### src/rtl/ins_cache_pkg.sv
// Shared geometry, FSM state encoding and block-address layout for the
// instruction cache controller.
package ins_cache_pkg;
  localparam int INDEX_BITS    = 3;
  localparam int TAG_BITS      = 3;
  localparam int OFFSET_BITS   = 2;
  localparam int BLOCK_BITS    = 128;
  localparam int WORD_BITS     = 32;
  localparam int LINES         = 1 << INDEX_BITS;
  localparam int WORDS         = BLOCK_BITS / WORD_BITS;
  localparam int ADDR_BITS     = TAG_BITS + INDEX_BITS + OFFSET_BITS + 2;
  localparam int BLK_ADDR_BITS = TAG_BITS + INDEX_BITS;

  typedef enum logic [1:0] {IDLE, MEM_READ, UPDATE} ins_cache_state_t;

  typedef struct packed {
    logic [TAG_BITS-1:0]   tag;
    logic [INDEX_BITS-1:0] index;
  } blk_addr_t;
endpackage

### src/rtl/ins_cache_array.sv
// Line storage: valid/tag/data arrays, one synchronous write port and a
// combinational read of the indexed line with word select.
module ins_cache_array
  import ins_cache_pkg::*;
(
  input  logic                   clock,
  input  logic                   reset,
  input  logic [INDEX_BITS-1:0]  rd_index,
  input  logic [OFFSET_BITS-1:0] rd_offset,
  output logic                   rd_valid,
  output logic [TAG_BITS-1:0]    rd_tag,
  output logic [WORD_BITS-1:0]   rd_word,
  input  logic                   wr_en,
  input  logic [INDEX_BITS-1:0]  wr_index,
  input  logic [TAG_BITS-1:0]    wr_tag,
  input  logic [BLOCK_BITS-1:0]  wr_data
);
  logic [LINES-1:0]                            valid;
  logic [LINES-1:0][TAG_BITS-1:0]              tags;
  logic [LINES-1:0][WORDS-1:0][WORD_BITS-1:0]  data;

  // Only valid bits are reset; tag/data are qualified by valid.
  always_ff @(posedge clock or negedge reset) begin
    if (!reset)     valid           <= '0;
    else if (wr_en) valid[wr_index] <= 1'b1;
  end

  always_ff @(posedge clock) begin
    if (wr_en) begin
      tags[wr_index] <= wr_tag;
      data[wr_index] <= wr_data;
    end
  end

  assign rd_valid = valid[rd_index];
  assign rd_tag   = tags[rd_index];
  assign rd_word  = data[rd_index][rd_offset];
endmodule

### src/rtl/ins_cache_controller.sv
// Direct-mapped instruction cache: zero-wait hits, blocking refill of a
// 16-byte line from instruction memory on a miss.
module ins_cache_controller
  import ins_cache_pkg::*;
(
  input  logic                     clock,
  input  logic                     reset,
  input  logic                     read,
  input  logic [ADDR_BITS-1:0]     address,
  output logic [WORD_BITS-1:0]     instruction,
  output logic                     busywait,
  output logic                     mem_read,
  output logic [BLK_ADDR_BITS-1:0] mem_address,
  input  logic [BLOCK_BITS-1:0]    mem_readdata,
  input  logic                     mem_busywait
);
  ins_cache_state_t state, state_next;
  blk_addr_t        miss_addr;
  blk_addr_t        cur_blk;
  logic [BLOCK_BITS-1:0] fill_data;
  logic [OFFSET_BITS-1:0] offset;
  logic             line_valid, hit, wr_en, busy_raw, unused_byte_sel;
  logic [TAG_BITS-1:0] line_tag;

  assign cur_blk         = blk_addr_t'(address[ADDR_BITS-1:OFFSET_BITS+2]);
  assign offset          = address[OFFSET_BITS+1:2];
  assign unused_byte_sel = ^address[1:0];

  ins_cache_array u_array (
    .clock     (clock),
    .reset     (reset),
    .rd_index  (cur_blk.index),
    .rd_offset (offset),
    .rd_valid  (line_valid),
    .rd_tag    (line_tag),
    .rd_word   (instruction),
    .wr_en     (wr_en),
    .wr_index  (miss_addr.index),
    .wr_tag    (miss_addr.tag),
    .wr_data   (fill_data)
  );

  assign hit = read & line_valid & (line_tag == cur_blk.tag);

  always_ff @(posedge clock or negedge reset) begin
    if (!reset) state <= IDLE;
    else        state <= state_next;
  end

  // A miss is only launched once any pre-reset access has drained.
  always_ff @(posedge clock or negedge reset) begin
    if (!reset)
      miss_addr <= '0;
    else if (state == IDLE && read && !hit && !mem_busywait)
      miss_addr <= cur_blk;
  end

  always_ff @(posedge clock) begin
    if (state == MEM_READ && !mem_busywait) fill_data <= mem_readdata;
  end

  always_comb begin
    state_next = state;
    busy_raw   = 1'b0;
    mem_read   = 1'b0;
    wr_en      = 1'b0;
    case (state)
      IDLE: begin
        busy_raw = read & ~hit;
        if (read && !hit && !mem_busywait) state_next = MEM_READ;
      end
      MEM_READ: begin
        busy_raw = 1'b1;
        mem_read = 1'b1;
        if (!mem_busywait) state_next = UPDATE;
      end
      UPDATE: begin
        busy_raw   = 1'b1;
        wr_en      = 1'b1;
        state_next = IDLE;
      end
      default: state_next = IDLE;
    endcase
  end

  // Stall drops the moment reset asserts, not at the next edge.
  assign busywait    = busy_raw & reset;
  assign mem_address = miss_addr;
endmodule

### config.mk
export PLATFORM = sky130hd
export DESIGN_NAME = ins_cache_controller
export DESIGN_NICKNAME = d
export VERILOG_FILES = /design/src/rtl/ins_cache_pkg.sv /design/src/rtl/ins_cache_array.sv /design/src/rtl/ins_cache_controller.sv
export SDC_FILE = /design/constraint.sdc
export NUM_CORES = 1
export LEC_CHECK = 0
export CORE_MARGIN = 5
export CORE_UTILIZATION = 52
export DETAILED_ROUTE_END_ITERATION = 16
export GPL_TIMING_DRIVEN = 1
export PLACE_DENSITY = 0.69
export SLEW_MARGIN = 20
export SYNTH_ARGS = -nofsm -noshare
export SYNTH_HDL_FRONTEND = slang
export SYNTH_SLANG_ARGS = --single-unit
export TNS_END_PERCENT = 30
### constraint.sdc
create_clock -name clock -period 12.6 [get_ports clock]
set_clock_uncertainty 0.05 [all_clocks]
set_input_delay 1.89 -clock clock [delete_from_list [all_inputs] [get_ports clock]]
set_output_delay 1.89 -clock clock [all_outputs]
set_load 0.01 [all_outputs]
# Word level (Yosys, flattened, before mapping)

Cells that the tools add are included.

Flip-flop bits (word level): 1192
Bits in latches: 0
Bits in writable memories: 0
Memory bits (read-only): 0
Input bits: 142
Memories: 0

$add $sub $neg: 0
Multipliers: 0
Div/mod/pow operators: 0
Order comparisons: 4
Eq/ne operators: 5
Shift-type cells: 0
Muxes and demuxes: 22
Bitwise gates (word level): 6
Reductions and logical operators: 12

Operators by type and width:

| operator                                                                            | count |
|---|---|
| 1024-bit bitwise mux                                                                | 1 |
| 128-bit binary-select mux with 3-bit select                                         | 1 |
| 128-bit demux with 3-bit select                                                     | 1 |
| 128-bit 2-to-1 mux                                                                  | 2 |
| 32-bit binary-select mux with 2-bit select                                          | 1 |
| 32-bit 2-to-1 mux                                                                   | 1 |
| 24-bit bitwise mux                                                                  | 1 |
| 3-bit binary-select mux with 3-bit select                                           | 1 |
| 3-bit demux with 3-bit select                                                       | 1 |
| 3-bit by 4-bit less-than comparator with 1-bit output, second input constant        | 2 |
| 8-bit OR                                                                            | 1 |
| 1-bit logical AND                                                                   | 7 |
| 3-bit 2-to-1 mux                                                                    | 2 |
| 1-bit bitwise AND                                                                   | 4 |
| 1-bit 2-to-1 mux                                                                    | 4 |
| 2-bit 2-to-1 mux                                                                    | 2 |
| 2-bit one-hot mux with 2 select lines                                               | 1 |
| 1-bit binary-select mux with 3-bit select                                           | 1 |
| 1-bit demux with 3-bit select                                                       | 1 |
| 3-bit equality test                                                                 | 1 |
| 3-bit by 1-bit greater-or-equal comparator with 1-bit output, second input constant | 1 |
| 2-bit by 3-bit less-than comparator with 1-bit output, second input constant        | 1 |
| 2-bit by 1-bit equality test with 1-bit output, second input constant               | 1 |
| 2-bit equality test, second input constant                                          | 1 |
| other kinds (8)                                                                     | 9 |

# Logic depth before layout (Yosys ltp)

Gate-level depths: netlist of run 1.

Depth after elaboration: 9
Gate-level depth with buffers: 10
Gate-level depth less buffers: 6

# By module

A second synthesis of run 1 with hierarchy kept.

Cells, all modules: 2415
Area, all modules: 45333.5 sq um

Modules (own cells, without submodules):

| module               | instances | cells an instance | area each (sq um) |
|---|---|---|---|
| ins_cache_array      | 1         | 2250              | 41020.6 |
| ins_cache_controller | 1         | 165               | 4312.9 |

# Worst setup path after synthesis of run 1

No wires, ideal clock.

Kind: reg2reg
From: register state[0]
To: register u_array.valid[0]
Setup time: 0.122 ns
Arrival: 10.445 ns
Slack: 1.983 ns
Cell stages (with the launch flop): 6
Buffers on the path: 0
Path through: dfrtp_1 inv_1 ha_1 nand2b_1 nor3_1 or2_2

Longest elaborated chain between the ends: 2

Ends and longest elaborated chain:

| element                       | line                       | source |
|---|---|---|
| start, declared               | ins_cache_controller.sv:17 | `ins_cache_state_t state, state_next;` |
| start signal, assigned        | ins_cache_controller.sv:47 | `else state <= state_next;` |
| 2-bit equality test           | ins_cache_controller.sv:67 | `case (state)` |
| 1-bit 2-to-1 mux              | ins_cache_controller.sv:67 |  |
| end signal, assigned          | ins_cache_array.sv:24      | `if (!reset) valid <= '0;` |
| end signal, assigned by index | ins_cache_array.sv:25      | `else if (wr_en) valid[wr_index] <= 1'b1;` |
| end, declared                 | ins_cache_array.sv:18      | `logic [LINES-1:0] valid;` |

No other way between the ends.
A chain may end at the register's enable or synchronous reset.

# Worst setup path after layout of run 1

From: input port address[4]
To: output port instruction[4]

Longest elaborated chain between the ends: 4

Ends and longest elaborated chain:

| element                                     | line                       | source |
|---|---|---|
| start, declared                             | ins_cache_controller.sv:9  | `input logic [ADDR_BITS-1:0] address,` |
| 128-bit binary-select mux with 3-bit select | ins_cache_array.sv:37      | `assign rd_word = data[rd_index][rd_offset];` |
| 128-bit 2-to-1 mux (implied by the code)    | ins_cache_array.sv:37      |  |
| 32-bit binary-select mux with 2-bit select  | ins_cache_array.sv:37      |  |
| 32-bit 2-to-1 mux (implied by the code)     | ins_cache_array.sv:37      |  |
| end, declared                               | ins_cache_controller.sv:10 | `output logic [WORD_BITS-1:0] instruction,` |

No other way between the ends. The select of a mux whose other input is x is not followed.

==> results.json, run 1 <==
{
  "status": "completed",
  "worst-r2r-cell-count": 6,
  "cp_common_cell": "mux4_2",
  "cp-end-kind": "output port",
  "area_growth_pct": 15.5,
  "tns_ps": 0,
  "synthSimpleGateAreaFrac": 0.00320,
  "path_clk_slew_ps": 60,
  "r2r-start": "state[0]",
  "relSlewSlack": 0.220,
  "overflow": 0,
  "critPathLaunch": "address[4]",
  "synth_cells": 1692,
  "die_x_um": 302,
  "ys_seq_area_frac": 0.807,
  "critPathTopFamily": "buffers and inverters",
  "utilization": 0.602,
  "clockBufferDepth": 3,
  "post_dp_cell_area_um2": 47400,
  "slowest_delay_ps": 690,
  "fmax_mhz": 135,
  "yosysWarningCount": 0,
  "critPathLaunchType": "input port",
  "ys_types": 28,
  "endpoint": "instruction[4]",
  "finalPower_mw": 9.23,
  "yosysMostFrequentCell": "edfxtp_1",
  "nNetsFinal": 2080,
  "synthMuxAreaShare": 0.178,
  "synth_top_area_cell": "edfxtp_1",
  "track_usage": 0.197,
  "cts_setup_buffers": 0,
  "min_period_over_period": 0.589,
  "drc": 0,
  "rrSetupSlack_ps": 9390,
  "rsz0062_at_grt": "false",
  "peakVddDrop_mv": 0.217,
  "nFillCells": 5831,
  "drt_iter0_drc": 1409,
  "period_needed_ps": 7420,
  "routabilityCongestion": 0.740,
  "slowest_stage": "buf_12",
  "synth_top_family_by_area": "multiplexers",
  "yosys-top-cells-count": "edfxtp_1 (1176), mux4_2 (325), clkbuf_1 (37)",
  "clkLatencyLatePin_ps": 670,
  "first_pass_iters": 5,
  "die_area_um2": 91000,
  "grt_max_degree": 133,
  "synthTopCellsByArea": "edfxtp_1 (80%), mux4_2 (17%), dfrtp_1 (0.90%)",
  "antenna_found_initial": 7,
  "core_area_um2": 84900,
  "grt_pass1_wl_mm": 132,
  "p_leak_nw": 15.9,
  "synth_edf_count": 1176,
  "layout-drive-gt1-share": 0.276,
  "io_buffers": 179,
  "path_depth": 7,
  "hold_path.class": "flip-flop to flip-flop",
  "fin_area_um2": 51100,
  "cp.buffers_inverters": 4,
  "path_max_fanout": 99,
  "vias": 18700,
  "hold-path-cell-count": 1,
  "syn-num-nets": 1838,
  "synth_top_area_frac": 0.798,
  "die_h_um": 302,
  "wirelength_mm": 88.5,
  "hold_viol_final": 0,
  "maxCapViolations": 0,
  "routedWlPerCell_um": 27.9,
  "worst_slew_pin_slew_ps": 1170,
  "rows": 107,
  "ios": 182,
  "avgViaCountPerCell": 5.88,
  "path_cells": "buf_8, buf_16, buf_12, mux4_2, mux4_2, mux2_2, clkdlybuf4s50_1",
  "drv_slew": 0,
  "cts-resized-gates": 0,
  "initial_core_util": 0.521,
  "postRouteAntennaNets": 0,
  "grt_pass1_vias": 19900,
  "cts_tree": "built",
  "crit_arrival_ps": 5480,
  "p_per_area_nw_per_um2": 180,
  "h-tree-depth": 3,
  "clkSinkCount": 1192,
  "ys_ff_latch": 1192,
  "ys.flop_type": "edfxtp_1",
  "synth-adder-area-share": 0.00113,
  "ys_async_sr_fraction": 0.0134,
  "cp.required_ps": 10660,
  "holdBufCountCts": 0,
  "place_hpwl_mm": 43.7,
  "synthXorXnorAreaFrac": 0.000594,
  "numCtsBuffers": 115,
  "clockRootBuffer": "clkbuf_16",
  "syn_area_um2": 44200,
  "setup_viol": 0,
  "r2r-end": "u_array.data[296]",
  "path_class": "input port to output port",
  "synth_compound_area_frac": 0.00105,
  "syn_avg_cell_area_um2": 26.2
}
[routing by layer]
| layer | global-route usage | vias up | wire length (um) |
|---|---|---|---|
| met5 | 0 | - | 53 |
| met4 | 0.0469 | 8 | 1770 |
| li1 | - | 7851 | - |
| met2 | 0.325 | 610 | 45000 |
| met1 | 0.273 | 10100 | 35700 |
| met3 | 0.0448 | 136 | 6000 |
[state kept, by name, indices dropped and copies added, names as in the netlist]
name and count:
mem_address 6, state 2, u_array.valid 8, fill_data 128
u_array.data 1024, u_array.tags 24
[kinds of logic (layout without fill, tap and decap cells)]
kind of cell    after synthesis  after routing
simple gates                 26             26
xor+xnor                      3              3
mux                         376            376
compound gates                7              7
flops                      1192           1192
buf+inv                      84            420
other cells                   0              2
fa+ha+maj                     4              4
[worst min-delay path by stage]
stage	endpoint	startpoint	slack, ps
final	u_array.valid[7]	u_array.valid[7]	420
after global routing	u_array.valid[1]	u_array.valid[1]	450
after CTS	u_array.valid[7]	u_array.valid[7]	420
after detailed placement	u_array.valid[7]	u_array.valid[7]	400
after global placement	u_array.valid[4]	u_array.valid[4]	400
after floorplan	u_array.valid[4]	u_array.valid[4]	380
[metrics by stage]
stage                     hold WS, ps  worst slack (ps)  std cells
after floorplan                   384              1980       1692
after global placement            396              4990       2958
after detailed placement          402              4990       2958
after CTS                         418              4980       3169
after global routing              448              4910       3172
final                             424              5180       3174
[report_power, final]
part / internal [mW] / switching [mW]
clock: 1.88 / 1.39
sequential: 4.89 / 0.174
combinational: 0.372 / 0.523
total: 7.14 / 2.08
[layout by cell type, fill, tap and decap left out, types with 3 or more instances in the layout]
cell type	instances
edfxtp_1	1176
a21oi_1	3
clkbuf_16	118
clkbuf_8	3
dfrtp_1	16
bufinv_16	8
buf_12	9
xor2_1	3
clkinvlp_4	3
clkinv_1	32
mux2_2	32
or2_2	8
nand2b_1	3
clkbuf_1	24
mux4_2	325
nor2_4	6
ha_1	4
clkinv_2	20
inv_1	5
buf_16	3
mux2i_1	13
mux2_1	6
clkdlybuf4s50_1	174
buf_4	15
[area by class of cell]
cell class / count / area, um^2 / area share
clock inverter: 66 / 517 / 0.0101
clock buffer: 145 / 3080 / 0.0603
inverter: 5 / 18.8 / 0.000367
tap: 1144 / 1430 / 0.0280
sequential: 1192 / 35700 / 0.699
timing repair buffer: 204 / 2150 / 0.0421
multi-input combinational: 416 / 8200 / 0.160
antenna: 2 / 5.00 / 0.0000979
No activity file was read; power rests on OpenSTA's default activity.
==> run 2, diff against run 1 <==
--- a/config.mk
+++ b/config.mk
@@ -9,7 +9,7 @@
 export CORE_UTILIZATION = 52
 export DETAILED_ROUTE_END_ITERATION = 16
 export GPL_TIMING_DRIVEN = 1
-export PLACE_DENSITY = 0.69
+export PLACE_DENSITY = 0.72
 export SLEW_MARGIN = 20
 export SYNTH_ARGS = -nofsm -noshare
 export SYNTH_HDL_FRONTEND = slang
==> constraint.sdc (replaced) <==
create_clock -name clock -period 6.1 [get_ports clock]
set_clock_uncertainty 0.05 [all_clocks]
set_input_delay 0.915 -clock clock [delete_from_list [all_inputs] [get_ports clock]]
set_output_delay 0.915 -clock clock [all_outputs]
set_load 0.01 [all_outputs]
==> run 2 against run 1 <==
- clock power up 100%
- die area unchanged
- first-iteration DRC count is 28% higher
==> results.json, run 2 (same netlist as run 1, synthesis figures left out) <==
{
  "instances_no_fill": 3188,
  "relSlewSlack": 0.311,
  "slowest_delay_ps": 520,
  "rrSetupSlack_ps": 3090,
  "overflow": 0,
  "multiInputGateArea_um2": 8220,
  "cp.required_ps": 5130,
  "worst-r2r-cell-count": 6,
  "layout_common_cells": "edfxtp_1 (1176), mux4_2 (325), clkdlybuf4s50_1 (174)",
  "ios": 182,
  "swShare": 0.229,
  "core_area_um2": 84900,
  "largest_reg_flops": 1024,
  "cts_tree": "built",
  "tns_ps": 0,
  "slowest_stage": "clkdlybuf4s50_1",
  "switching_power_mw": 4.33,
  "grt_pass1_vias": 20300,
  "min_period_over_period": 0.789,
  "grt_pass1_wl_mm": 132,
  "top_usage_layer": "met2",
  "r2r-end": "u_array.data[172]",
  "nFillCells": 5810,
  "holdWs_ps": 425,
  "setup_slack_ps": 1290,
  "rsz0062_at_grt": "false",
  "seq_area_um2": 35700,
  "die_h_um": 302,
  "first_pass_iters": 5,
  "path_clk_slew_ps": 60,
  "drc": 0,
  "critPathLaunchType": "input port",
  "period_needed_ps": 4810,
  "sequentialPowerShare": 0.554,
  "clkPwrFrac": 0.348,
  "path_class": "input port to output port",
  "peakVddDrop_mv": 0.387,
  "initial_core_util": 0.521,
  "largest_registers": "u_array.data: 1024 flops, fill_data: 128 flops, u_array.tags: 24 flops",
  "holdBufCountCts": 0,
  "pwr-share-comb": 0.098,
  "place_hpwl_mm": 45.9,
  "status": "completed",
  "largest-register": "u_array.data",
  "cts-resized-gates": 0,
  "met2_usage": 0.328,
  "routedWlPerCell_um": 27.8,
  "gr-usage-met3": 0.0422,
  "die_x_um": 302,
  "path_cells": "buf_8, buf_4, buf_4, mux4_2, mux4_2, mux2_2, clkdlybuf4s50_1",
  "antenna_found_initial": 2,
  "clkLatencyLatePin_ps": 670,
  "wirelength_mm": 88.6,
  "utilization": 0.603,
  "layout_commonest_cell": "edfxtp_1",
  "clockBufferDepth": 3,
  "post_dp_cell_area_um2": 47700,
  "diodes": 0,
  "fin_area_um2": 51200,
  "routabilityCongestion": 0.752,
  "finalPower_mw": 18.9,
  "hold_viol_final": 0,
  "layout-drive-gt1-share": 0.284,
  "grt_max_degree": 133,
  "cp-end-kind": "output port",
  "p_int_mw": 14.6,
  "r2r-start": "state[0]",
  "drv_slew": 0,
  "setup_viol": 0,
  "critPathLaunch": "address[4]",
  "clockRootBuffer": "clkbuf_16",
  "area_growth_pct": 15.6,
  "p_leak_nw": 15.9,
  "drt_iter0_drc": 1805,
  "endpoint": "instruction[11]",
  "cts_setup_buffers": 0,
  "die_area_um2": 91000,
  "numCtsBuffers": 114,
  "track_usage": 0.198,
  "postRouteAntennaNets": 0,
  "grt_use_met1": 0.278,
  "maxCapViolations": 0,
  "fmax_mhz": 208,
  "crit_arrival_ps": 3850,
  "io_buffers": 179,
  "vias": 18900,
  "hold_path.class": "flip-flop to flip-flop",
  "hold-path-cell-count": 1,
  "placedCellCount": 2977,
  "clkSinkCount": 1192,
  "path_max_fanout": 46,
  "nNetsFinal": 2095,
  "hp-start": "u_array.valid[5]",
  "avgViaCountPerCell": 5.92,
  "rows": 107,
  "p_per_area_nw_per_um2": 369,
  "worst_slew_pin_slew_ps": 1030,
  "place_ws_ps": 1260,
  "h-tree-depth": 3
}
-- run 2: layer usage --
layer | routed length, um | up-vias
met5 | 13 | -
met2 | 45200 | 712
met1 | 35300 | 10200
met4 | 1620 | 2
met3 | 6480 | 108
li1 | - | 7892
-- run 2: area by class of cell --
class                      count  area share
clock inverter                70     0.00973
tap                         1144      0.0280
clock buffer                 141      0.0586
multi-input combinational    416       0.161
timing repair buffer         220      0.0448
inverter                       5    0.000367
sequential                  1192       0.698
-- run 2: worst min path at each step --
stage | to | slack [ps]
2_1_floorplan | u_array.valid[4] | 380
3_3_place_gp | u_array.valid[0] | 400
3_5_place_dp | u_array.valid[6] | 400
4_1_cts | u_array.valid[1] | 420
5_1_grt | u_array.valid[3] | 430
6_report | u_array.valid[5] | 420
-- run 2: critical path, delay by kind of cell --
kind                   cells  cell delay, ps
multiplexers               3            1270
buffers and inverters      4            1580
-- run 2: power by group through the flow --
stage	Sequential (mW)	Clock (mW)	Combinational, mW
2_1_floorplan	10.6	0	1.04
3_3_place_gp	10.5	0	1.89
3_5_place_dp	10.6	0	1.90
4_1_cts	10.5	6.73	1.91
5_1_grt	10.5	7.09	1.98
6_report	10.5	6.57	1.86
==> run 3, diff against run 2 <==
--- a/config.mk
+++ b/config.mk
@@ -9,7 +9,7 @@
 export CORE_UTILIZATION = 52
 export DETAILED_ROUTE_END_ITERATION = 16
 export GPL_TIMING_DRIVEN = 1
-export PLACE_DENSITY = 0.72
+export PLACE_DENSITY = 0.69
 export SLEW_MARGIN = 20
 export SYNTH_ARGS = -nofsm -noshare
 export SYNTH_HDL_FRONTEND = slang
==> constraint.sdc (replaced) <==
create_clock -name clock -period 4.8 [get_ports clock]
set_clock_uncertainty 0.05 [all_clocks]
set_input_delay 0.72 -clock clock [delete_from_list [all_inputs] [get_ports clock]]
set_output_delay 0.72 -clock clock [all_outputs]
set_load 0.01 [all_outputs]
==> run 3 against run 2 <==
- worst setup slack got worse by 690 ps
- non-clock buffer count rose by 12
- sequential power rose by 27%
- critical path depth did not move
- via count fell by 0.29%
- first-iteration DRC count fell by 11%
- wire length rose by 0.37%
- combinational power rose by 29%
- core utilization rose by 0.74 points
- die area did not move
- count of clock-buffer cells in the layout fell by 3
- critical path type unchanged
- largest cell class unchanged
- largest power group unchanged
==> results.json, run 3 (same netlist as run 1, synthesis figures left out) <==
{
  "wl_met3_mm": 6.01,
  "grt_pass1_vias": 20200,
  "critPathLaunchType": "input port",
  "crit_arrival_ps": 3430,
  "holdBufCountCts": 0,
  "grt_pass1_wl_mm": 132,
  "vias": 18800,
  "cp-end-kind": "output port",
  "cp.required_ps": 4030,
  "fmax_mhz": 238,
  "die_h_um": 302,
  "wirelength_mm": 88.9,
  "first_pass_iters": 5,
  "status": "completed",
  "clkLatencyLatePin_ps": 670,
  "h-tree-depth": 3,
  "avgViaCountPerCell": 5.89,
  "clockBufferDepth": 3,
  "layout_common_cells": "edfxtp_1 (1176), mux4_2 (325), clkdlybuf4s50_1 (174)",
  "drc": 0,
  "slowest_delay_ps": 550,
  "layout-drive-gt1-share": 0.291,
  "wl_met2_mm": 45.0,
  "die_x_um": 302,
  "drt_iter0_drc": 1609,
  "tns_ps": 0,
  "io_buffers": 179,
  "drv_slew": 0,
  "path_class": "input port to output port",
  "nFillCells": 5745,
  "cts_setup_buffers": 0,
  "met1Wirelength_mm": 35.9,
  "path_cells": "buf_8, buf_12, buf_12, mux4_2, mux4_2, mux2_2, clkdlybuf4s50_1",
  "antenna_found_initial": 1,
  "setup_viol": 0,
  "grt_max_degree": 133,
  "rrSetupSlack_ps": 2160,
  "cts-resized-gates": 0,
  "rsz0062_at_grt": "false",
  "initial_core_util": 0.521,
  "routabilityCongestion": 0.743,
  "utilization": 0.610,
  "maxCapViolations": 0,
  "min_period_over_period": 0.875,
  "die_area_um2": 91000,
  "relSlewSlack": 0.275,
  "cts_tree": "built",
  "period_needed_ps": 4200,
  "clockRootBuffer": "clkbuf_16",
  "critPathTopFamily": "multiplexers",
  "nNetsFinal": 2106,
  "area_growth_pct": 17.1,
  "post_dp_cell_area_um2": 47900,
  "hold_viol_final": 0,
  "p_per_area_nw_per_um2": 480,
  "layout_commonest_cell": "edfxtp_1",
  "holdWs_ps": 324,
  "largest_reg_flops": 1024,
  "largest_registers": "u_array.data: 1024 flops, fill_data: 128 flops, u_array.tags: 24 flops",
  "place_hpwl_mm": 46.8,
  "path_max_fanout": 30,
  "overflow": 0,
  "numCtsBuffers": 113,
  "clkSinkCount": 1192,
  "peakVddDrop_mv": 0.577,
  "fin_area_um2": 51800,
  "worst_slew_pin_slew_ps": 1090,
  "largest-register": "u_array.data",
  "core_area_um2": 84900,
  "rows": 107,
  "hold_path.class": "input port to async pin",
  "postRouteAntennaNets": 0,
  "slowest_stage": "mux4_2",
  "path_clk_slew_ps": 60,
  "routedWlPerCell_um": 27.8,
  "track_usage": 0.198,
  "top_layer_used": "met4",
  "cp.buffers_inverters": 4,
  "ios": 182,
  "p_leak_nw": 16.2,
  "placedCellCount": 2989,
  "instances_no_fill": 3199
}
-- run 3: cell count changes in the layout (fill, tap and decap cells not counted), sizes merged --
cell      change
buf          +12
bufinv       +14
clkbuf        -3
clkinv        -9
clkinvlp      -2
diode         +1
inv           -2
-- run 3: stage by stage --
stage | setup slack, ps | total power, mW
floorplan | -2180 | 14.8
detailed placement | 594 | 16.0
CTS | 583 | 25.1
finish | 598 | 24.8
global placement | 580 | 15.8
global route | 495 | 25.7
-- run 3: cell type report --
cell class | instances | area, um^2 | area share
flip-flops and latches | 1192 | 35700 | 0.690
multi-input cells | 416 | 8220 | 0.159
clock buffers | 138 | 2950 | 0.0570
repair buffers | 232 | 2550 | 0.0493
well taps | 1144 | 1430 | 0.0276
clock inverters | 71 | 908 | 0.0175
inverters | 5 | 18.8 | 0.000362
diodes | 1 | 2.50 | 0.0000483
-- run 3: worst paths after layout --
check,end,start,depth (start not counted)
worst min-delay path,mem_address[4],reset,2
worst max-delay path,instruction[16],address[4],7
worst min register to register,u_array.valid[1],u_array.valid[1],1
max in group asynchronous,u_array.valid[0],reset,2
worst max register to register,u_array.data[303],state[0],5
min in group clock,mem_address[0],address[4],2
-- run 3: routing by layer --
layer,vias to the layer above,GRT usage
li1,7903,-
met1,10200,0.275
met2,602,0.327
met3,119,0.0455
met4,0,0.0462
met5,-,0
-- run 3: worst register-to-register path, cell delays in order, from the launching register on --
cell	delay (ps)
dfrtp_1	410
inv_1	110
ha_1	180
nand2b_1	250
nor2_4	820
buf_4	480
-- run 3: where the power goes --
group	internal, mW	switching [mW]	leakage (nW)	total [mW]
logic	1.02	1.38	3.52	2.40
clock network	5.41	3.75	1.89	9.16
registers	12.8	0.470	10.8	13.3
total	19.2	5.60	16.2	24.8
